## config.mk

```make
export PLATFORM = sky130hd
export DESIGN_NAME = sys_arr_ctrl_flat
export DESIGN_NICKNAME = d
export VERILOG_FILES = /design/src/rtl/sys_arr_ctrl_if.sv /design/src/rtl/sys_arr_ctrl.sv /design/src/flat_wrapper.sv
export SDC_FILE = /design/constraint.sdc
export NUM_CORES = 1
export LEC_CHECK = 0
export ABC_AREA = 0
export BUFFER_PORTS_ARGS = -buffer_cell sky130_fd_sc_hd__buf_2
export CAP_MARGIN = 20
export CORE_MARGIN = 3
export CORE_UTILIZATION = 50
export CTS_CLUSTER_SIZE = 20
export DETAILED_ROUTE_END_ITERATION = 10
export PLACE_DENSITY = 0.81
export SETUP_SLACK_MARGIN = 0.02
export SLEW_MARGIN = 5
export SYNTH_ARGS = -nofsm -noshare
export SYNTH_HDL_FRONTEND = slang
export SYNTH_SLANG_ARGS = --single-unit
```

## constraint.sdc

```tcl
create_clock -name clk -period 2.65 [get_ports clk]
set_input_delay 0.53 -clock clk [delete_from_list [all_inputs] [get_ports clk]]
set_output_delay 0.53 -clock clk [all_outputs]
set_load 0.05 [all_outputs]
```

## src/rtl/sys_arr_ctrl_if.sv

```systemverilog
// Control/handshake bundle between the systolic-array controller and the
// surrounding datapath (operand buffers, PE array, result consumer).
interface sys_arr_ctrl_if #(
  parameter int N  = 4,
  parameter int KW = 8
);
  localparam int DW = (N > 1) ? $clog2(N) : 1;

  logic          start;
  logic [KW-1:0] k_len;
  logic          busy;
  logic          done;
  logic          buf_rd_en;
  logic [KW-1:0] buf_rd_addr;
  logic [N-1:0]  row_vld;
  logic [N-1:0]  col_vld;
  logic          pe_clr;
  logic [6:0]    dsp_conf;
  logic [DW-1:0] drain_sel;
  logic          out_valid;
  logic          out_ready;
  logic [1:0]    err_in;
  logic [1:0]    err_out;

  // Controller side
  modport slave (
    input  start, k_len, out_ready, err_in,
    output busy, done, buf_rd_en, buf_rd_addr, row_vld, col_vld,
           pe_clr, dsp_conf, drain_sel, out_valid, err_out
  );

  // Requester / datapath side
  modport master (
    output start, k_len, out_ready, err_in,
    input  busy, done, buf_rd_en, buf_rd_addr, row_vld, col_vld,
           pe_clr, dsp_conf, drain_sel, out_valid, err_out
  );
endinterface

```

## src/rtl/sys_arr_ctrl.sv

```systemverilog
// Tile sequencer for an NxN output-stationary systolic array of DSP MAC PEs.
// Sequence per tile: CLEAR accumulators, LOAD k_len operand pairs, FLUSH the
// skew + MAC pipeline, DRAIN one result row per accepted transfer, DONE pulse.
// Every output is a flop; next-state outputs are decoded from state_d so the
// registered outputs line up with the state they belong to.
module sys_arr_ctrl #(
  parameter int N   = 4,
  parameter int KW  = 8,
  parameter int LAT = 4
) (
  input logic           clk,
  input logic           rst,
  sys_arr_ctrl_if.slave bus
);

  localparam int DW = (N > 1) ? $clog2(N) : 1;
  // Flush length: 1 cycle buffer read latency + 2N-2 skew + MAC latency
  localparam int F  = 2 * N - 1 + LAT;
  localparam int CW = $clog2(F + 1);

  localparam logic [6:0]    CONF_MAC = 7'b0010001;
  localparam logic [6:0]    CONF_NA  = 7'b0000000;
  localparam logic [CW-1:0] F_LAST   = CW'(F - 1);
  localparam logic [DW-1:0] SEL_LAST = DW'(N - 1);

  typedef enum logic [2:0] {
    S_IDLE  = 3'd0,
    S_CLEAR = 3'd1,
    S_LOAD  = 3'd2,
    S_FLUSH = 3'd3,
    S_DRAIN = 3'd4,
    S_DONE  = 3'd5
  } state_e;

  state_e        state_q, state_d;
  logic [KW-1:0] k_len_q, k_len_d;
  logic [KW-1:0] addr_q, addr_d;
  logic [CW-1:0] cnt_q, cnt_d;
  logic [DW-1:0] sel_q, sel_d;
  logic [1:0]    err_q, err_d;
  logic [N-1:0]  vld_q, vld_d;
  logic          busy_q, busy_d;
  logic          done_q, done_d;
  logic          rd_en_q, rd_en_d;
  logic          pe_clr_q, pe_clr_d;
  logic          oval_q, oval_d;
  logic [6:0]    conf_q, conf_d;

  // Next-state, counter and registered-output decode
  always_comb begin
    state_d = state_q;
    k_len_d = k_len_q;
    addr_d  = addr_q;
    cnt_d   = cnt_q;
    sel_d   = sel_q;
    err_d   = err_q;

    case (state_q)
      S_IDLE: begin
        if (bus.start) begin
          state_d = S_CLEAR;
          k_len_d = bus.k_len;
          // Error flags belong to one tile; zero them as CLEAR is entered
          err_d   = 2'b00;
        end else begin
          state_d = S_IDLE;
        end
      end
      S_CLEAR: begin
        if (k_len_q != {KW{1'b0}}) begin
          state_d = S_LOAD;
          addr_d  = {KW{1'b0}};
        end else begin
          state_d = S_DRAIN;
          sel_d   = {DW{1'b0}};
        end
      end
      S_LOAD: begin
        err_d = err_q | bus.err_in;
        if (addr_q == (k_len_q - KW'(1))) begin
          state_d = S_FLUSH;
          addr_d  = {KW{1'b0}};
          cnt_d   = F_LAST;
        end else begin
          addr_d  = addr_q + KW'(1);
        end
      end
      S_FLUSH: begin
        err_d = err_q | bus.err_in;
        if (cnt_q == {CW{1'b0}}) begin
          state_d = S_DRAIN;
          sel_d   = {DW{1'b0}};
        end else begin
          cnt_d   = cnt_q - CW'(1);
        end
      end
      S_DRAIN: begin
        if (bus.out_ready) begin
          if (sel_q == SEL_LAST) begin
            state_d = S_DONE;
            sel_d   = {DW{1'b0}};
          end else begin
            sel_d   = sel_q + DW'(1);
          end
        end else begin
          sel_d = sel_q;
        end
      end
      S_DONE: begin
        state_d = S_IDLE;
      end
      default: begin
        state_d = S_IDLE;
      end
    endcase

    busy_d   = (state_d != S_IDLE);
    done_d   = (state_d == S_DONE);
    rd_en_d  = (state_d == S_LOAD);
    pe_clr_d = (state_d == S_CLEAR);
    oval_d   = (state_d == S_DRAIN);
    if ((state_d == S_LOAD) || (state_d == S_FLUSH)) begin
      conf_d = CONF_MAC;
    end else begin
      conf_d = CONF_NA;
    end

    // Skew line: tap i is the read strobe delayed by 1+i cycles; it runs in
    // every state so trailing valids drain out naturally during FLUSH.
    vld_d = N'({vld_q, rd_en_q});
  end

  // State, counters and registered outputs with synchronous reset
  always_ff @(posedge clk) begin
    if (rst) begin
      state_q  <= S_IDLE;
      k_len_q  <= {KW{1'b0}};
      addr_q   <= {KW{1'b0}};
      cnt_q    <= {CW{1'b0}};
      sel_q    <= {DW{1'b0}};
      err_q    <= 2'b00;
      vld_q    <= {N{1'b0}};
      busy_q   <= 1'b0;
      done_q   <= 1'b0;
      rd_en_q  <= 1'b0;
      pe_clr_q <= 1'b0;
      oval_q   <= 1'b0;
      conf_q   <= CONF_NA;
    end else begin
      state_q  <= state_d;
      k_len_q  <= k_len_d;
      addr_q   <= addr_d;
      cnt_q    <= cnt_d;
      sel_q    <= sel_d;
      err_q    <= err_d;
      vld_q    <= vld_d;
      busy_q   <= busy_d;
      done_q   <= done_d;
      rd_en_q  <= rd_en_d;
      pe_clr_q <= pe_clr_d;
      oval_q   <= oval_d;
      conf_q   <= conf_d;
    end
  end

  assign bus.busy        = busy_q;
  assign bus.done        = done_q;
  assign bus.buf_rd_en   = rd_en_q;
  assign bus.buf_rd_addr = addr_q;
  assign bus.row_vld     = vld_q;
  assign bus.col_vld     = vld_q;
  assign bus.pe_clr      = pe_clr_q;
  assign bus.dsp_conf    = conf_q;
  assign bus.drain_sel   = sel_q;
  assign bus.out_valid   = oval_q;
  assign bus.err_out     = err_q;

endmodule

```

## src/flat_wrapper.sv

```systemverilog
// flat-port wrapper written by rule: the top's interface ports become plain ports
module sys_arr_ctrl_flat 
#(
  parameter int N   = 4,
  parameter int KW  = 8,
  parameter int LAT = 4
)
  (clk, rst, bus_start, bus_k_len, bus_out_ready, bus_err_in, bus_busy, bus_done, bus_buf_rd_en, bus_buf_rd_addr, bus_row_vld, bus_col_vld, bus_pe_clr, bus_dsp_conf, bus_drain_sel, bus_out_valid, bus_err_out);
  sys_arr_ctrl_if #(.N(N), .KW(KW)) bus_i ();
  input logic clk;
  input logic rst;
  input wire logic [$bits(bus_i.start)-1:0] bus_start;
  input wire logic [$bits(bus_i.k_len)-1:0] bus_k_len;
  input wire logic [$bits(bus_i.out_ready)-1:0] bus_out_ready;
  input wire logic [$bits(bus_i.err_in)-1:0] bus_err_in;
  output wire logic [$bits(bus_i.busy)-1:0] bus_busy;
  output wire logic [$bits(bus_i.done)-1:0] bus_done;
  output wire logic [$bits(bus_i.buf_rd_en)-1:0] bus_buf_rd_en;
  output wire logic [$bits(bus_i.buf_rd_addr)-1:0] bus_buf_rd_addr;
  output wire logic [$bits(bus_i.row_vld)-1:0] bus_row_vld;
  output wire logic [$bits(bus_i.col_vld)-1:0] bus_col_vld;
  output wire logic [$bits(bus_i.pe_clr)-1:0] bus_pe_clr;
  output wire logic [$bits(bus_i.dsp_conf)-1:0] bus_dsp_conf;
  output wire logic [$bits(bus_i.drain_sel)-1:0] bus_drain_sel;
  output wire logic [$bits(bus_i.out_valid)-1:0] bus_out_valid;
  output wire logic [$bits(bus_i.err_out)-1:0] bus_err_out;
  assign bus_i.start = bus_start;
  assign bus_i.k_len = bus_k_len;
  assign bus_i.out_ready = bus_out_ready;
  assign bus_i.err_in = bus_err_in;
  assign bus_busy = bus_i.busy;
  assign bus_done = bus_i.done;
  assign bus_buf_rd_en = bus_i.buf_rd_en;
  assign bus_buf_rd_addr = bus_i.buf_rd_addr;
  assign bus_row_vld = bus_i.row_vld;
  assign bus_col_vld = bus_i.col_vld;
  assign bus_pe_clr = bus_i.pe_clr;
  assign bus_dsp_conf = bus_i.dsp_conf;
  assign bus_drain_sel = bus_i.drain_sel;
  assign bus_out_valid = bus_i.out_valid;
  assign bus_err_out = bus_i.err_out;
  sys_arr_ctrl #(.N(N), .KW(KW), .LAT(LAT)) u_core (.clk(clk), .rst(rst), .bus(bus_i));
endmodule
```

==> qor.yml <==
status: "completed"
maxSlewHeadroom: 0.6347
cts-buffers-inserted: 5
fp.coreArea_sq_um: 3521
n_fill_cell: 335
yosysWarningCount: 0
synth.distinct_cells: 48
num_antenna_cells: 0
whs_endpoint: "u_core.k_len_q[4]$_SDFFE_PP0P_"
hold_buffers: 0
power_leakage_nw: 0.8804
cts_buffer_depth: 2
grt_overflow_total: 0
crit_slowest_cell: "a2111o_1"
cts_resized: 0
cap_violations: 0
path_max_fanout: 5
period_share: 0.9284
hold_path.startpoint: "bus_k_len[4]"
cts.sinks: 37
multi_input_area_sq_um: 1031
regArea_sq_um: 740.7
total_power_w: 0.001283
synth_top_area_share: 0.3867
synthFlopType: "dfxtp_1"
drt_wl_total_mm: 3.924
slowest_delay_ns: 0.47
ios: 46
rsz0062_at_grt: "no"
syn_avg_cell_area_sq_um: 8.868
synth.area.top_cells: "dfxtp_1 (39%), xnor2_1 (5.9%), a21oi_1 (4.7%), nand2_1 (4.1%), a211oi_1 (3.9%)"
portBuffers: 40
seqPwrFrac: 0.479
die_y_um: 67.90
intPower_w: 0.0008711
whs_path_depth: 3
routedWlPerCell_um: 13.26
drive_above_1_share: 0.2320
synthArstFlopShare: 0
required_ns: 2.85
path_class: "flip-flop to flip-flop"
ir_worst_vdd_uv: 452.4
path_cells: "inv_1 > ha_1 > and2b_2 > or3_2 > a31o_2 > a2111o_1 > a221oi_2"
ys_ff_latch: 37
synth-edff-count: 0
cts_tree: "yes"
cts_setup_buffers: 0
row_count: 21
layout.nets: 269
grt_pass1_wl_mm: 6.520
drtAntennaViolNets: 0
die_x_um: 67.90
drc: 0
cp.arrival_ns: 2.66
dieArea_sq_um: 4610
synth_common_cells: "dfxtp_1 (37), nand2_1 (21), a21oi_1 (18)"
setup_violations: 0
syn_area_sq_um: 1916
worstMarginPinSlew_ns: 0.5479
track_usage: 0.1857
r2r-end: "u_core.cnt_q[1]$_SDFFE_PP0P_"
tns_ns: 0
hold_class: "input port to flip-flop"
syn_to_final_growth_pct: 12.87
cts.clk_slew.worst_paths_ns: 0.07
postSynthCellCount: 216
power_density_nw_per_um2: 593.3
synth.most_common_cell: "dfxtp_1"
r2r-start: "u_core.k_len_q[0]$_SDFFE_PP0P_"
grt_max_degree: 33
cp-end-kind: "flip-flop"
firstDrtPassIters: 4
vias: 1612
grt_pass1_vias: 1455
yosysSeqAreaShare: 0.3867
maxSlewViolCount: 0
final-hold-violation-count: 0
timing.fmax_mhz: 406.5
antenna_found_initial: 0
root_buffer: "clkbuf_8"
netSwitchingFraction: 0.3210
p_switching_w: 0.0004117
synth.largest_area_cell: "dfxtp_1"
start_kind: "flip-flop"
combinationalPowerShare: 0.231
initial_utilization: 0.5441
finClkSkew_ns: 0.006965
period_minus_slack_ns: 2.460
power.share.clock: 0.290
worst_r2r_path_depth: 7
place_congestion: 0.8905
worstSkewPairLatency_ns: 0.29
hpwlAfterDp_mm: 2.863
reg2reg_setup_slack_ns: 0.19
routed_via_density: 5.446
first_iter_violations: 92
cts.htree.levels: 2
cells by family (layout without fill, tap and decap cells):
family,count (synthesis),count (layout),synth area share
simple gates,74,74,0.2188
compound gates,50,50,0.1848
flops,37,37,0.3867
buf+inv,30,60,0.08622
xor+xnor,18,18,0.08230
fa+ha+maj,6,6,0.03919
other cells,1,5,0.001958
layout make-up:
type,count,area share
Multi-Input combinational cell,153,0.4769
Inverter,10,0.01736
Clock buffer,8,0.03704
Sequential cell,37,0.3426
Tap cell,46,0.02662
Timing Repair Buffer,42,0.09954
metal layers:
| metal | wire length [um] | track usage |
|---|---|---|
| met1 | 1819 | 0.2351 |
| met2 | 1856 | 0.3026 |
| met3 | 192 | 0.04598 |
| met4 | 56 | 0.07444 |
| met5 | 0 | 0 |
sequential cells by signal, indices dropped and copies added, names as in the netlist:
register and count:
u_core.bus.drain_sel 2, u_core.cnt_q 4, u_core.bus.dsp_conf 1, u_core.bus.buf_rd_en 1, u_core.bus.done 1, u_core.k_len_q 8, u_core.bus.out_valid 1, u_core.bus.busy 1
u_core.bus.err_out 2, u_core.bus.pe_clr 1, u_core.bus.col_vld 4, u_core.bus.buf_rd_addr 8, u_core.state_q 3
per-stage QoR:
stage	instance area, sq um	setup WS, ns	util	std cells	hold slack, ns
after floorplan	1931	0.3209	-	220	0.4615
after global placement	2082	0.2456	0.5913	288	0.4554
after detailed placement	2082	0.1964	0.5913	288	0.4602
after CTS	2162	0.1865	0.6141	296	0.4725
after global routing	2162	0.06519	0.6141	296	0.4851
final	2162	0.1898	0.6141	296	0.4732
power groups by stage:
stage | Sequential [W] | Combinational, W | Clock [W]
finish | 0.000615 | 0.000296 | 0.000372
global route | 0.000620 | 0.000326 | 0.000401
CTS | 0.000615 | 0.000296 | 0.000383
detailed placement | 0.000627 | 0.000295 | 0
global placement | 0.000627 | 0.000294 | 0
floorplan | 0.000659 | 0.000209 | 0
worst max-delay path: cells and delay by family, from the launching register on:
kind | cells | cell delay, ns
adders and majority gates | 1 | 0.22
and+or+nand+nor | 2 | 0.69
AOI/OAI and AO/OA | 3 | 0.97
buffers and inverters | 1 | 0.09
DFF | 1 | 0.41
layout by cell type, fill, tap and decap left out, drive strengths merged, types with 6 or more instances in the layout:
cell type	instances
a211oi	11
a21oi	18
buf	42
clkbuf	8
dfxtp	37
ha	6
inv	10
nand2	22
nor2	7
nor3	6
xnor2	13
worst max-delay path by stage:
stage | start | cells after the start | endpoint | slack, ns
3_3_place_gp | u_core.k_len_q[0]$_SDFFE_PP0P_ | 5 | u_core.bus.buf_rd_en$_SDFF_PP0_ | 0.25
3_5_place_dp | u_core.k_len_q[0]$_SDFFE_PP0P_ | 7 | u_core.cnt_q[1]$_SDFFE_PP0P_ | 0.20
4_1_cts | u_core.k_len_q[0]$_SDFFE_PP0P_ | 5 | u_core.cnt_q[1]$_SDFFE_PP0P_ | 0.19
2_1_floorplan | u_core.bus.buf_rd_addr[5]$_SDFFE_PP0P_ | 5 | u_core.bus.buf_rd_addr[1]$_SDFFE_PP0P_ | 0.32
6_report | u_core.k_len_q[0]$_SDFFE_PP0P_ | 7 | u_core.cnt_q[1]$_SDFFE_PP0P_ | 0.19
5_1_grt | u_core.k_len_q[0]$_SDFFE_PP0P_ | 7 | u_core.cnt_q[1]$_SDFFE_PP0P_ | 0.07
(Power assumes the default switching activity.)
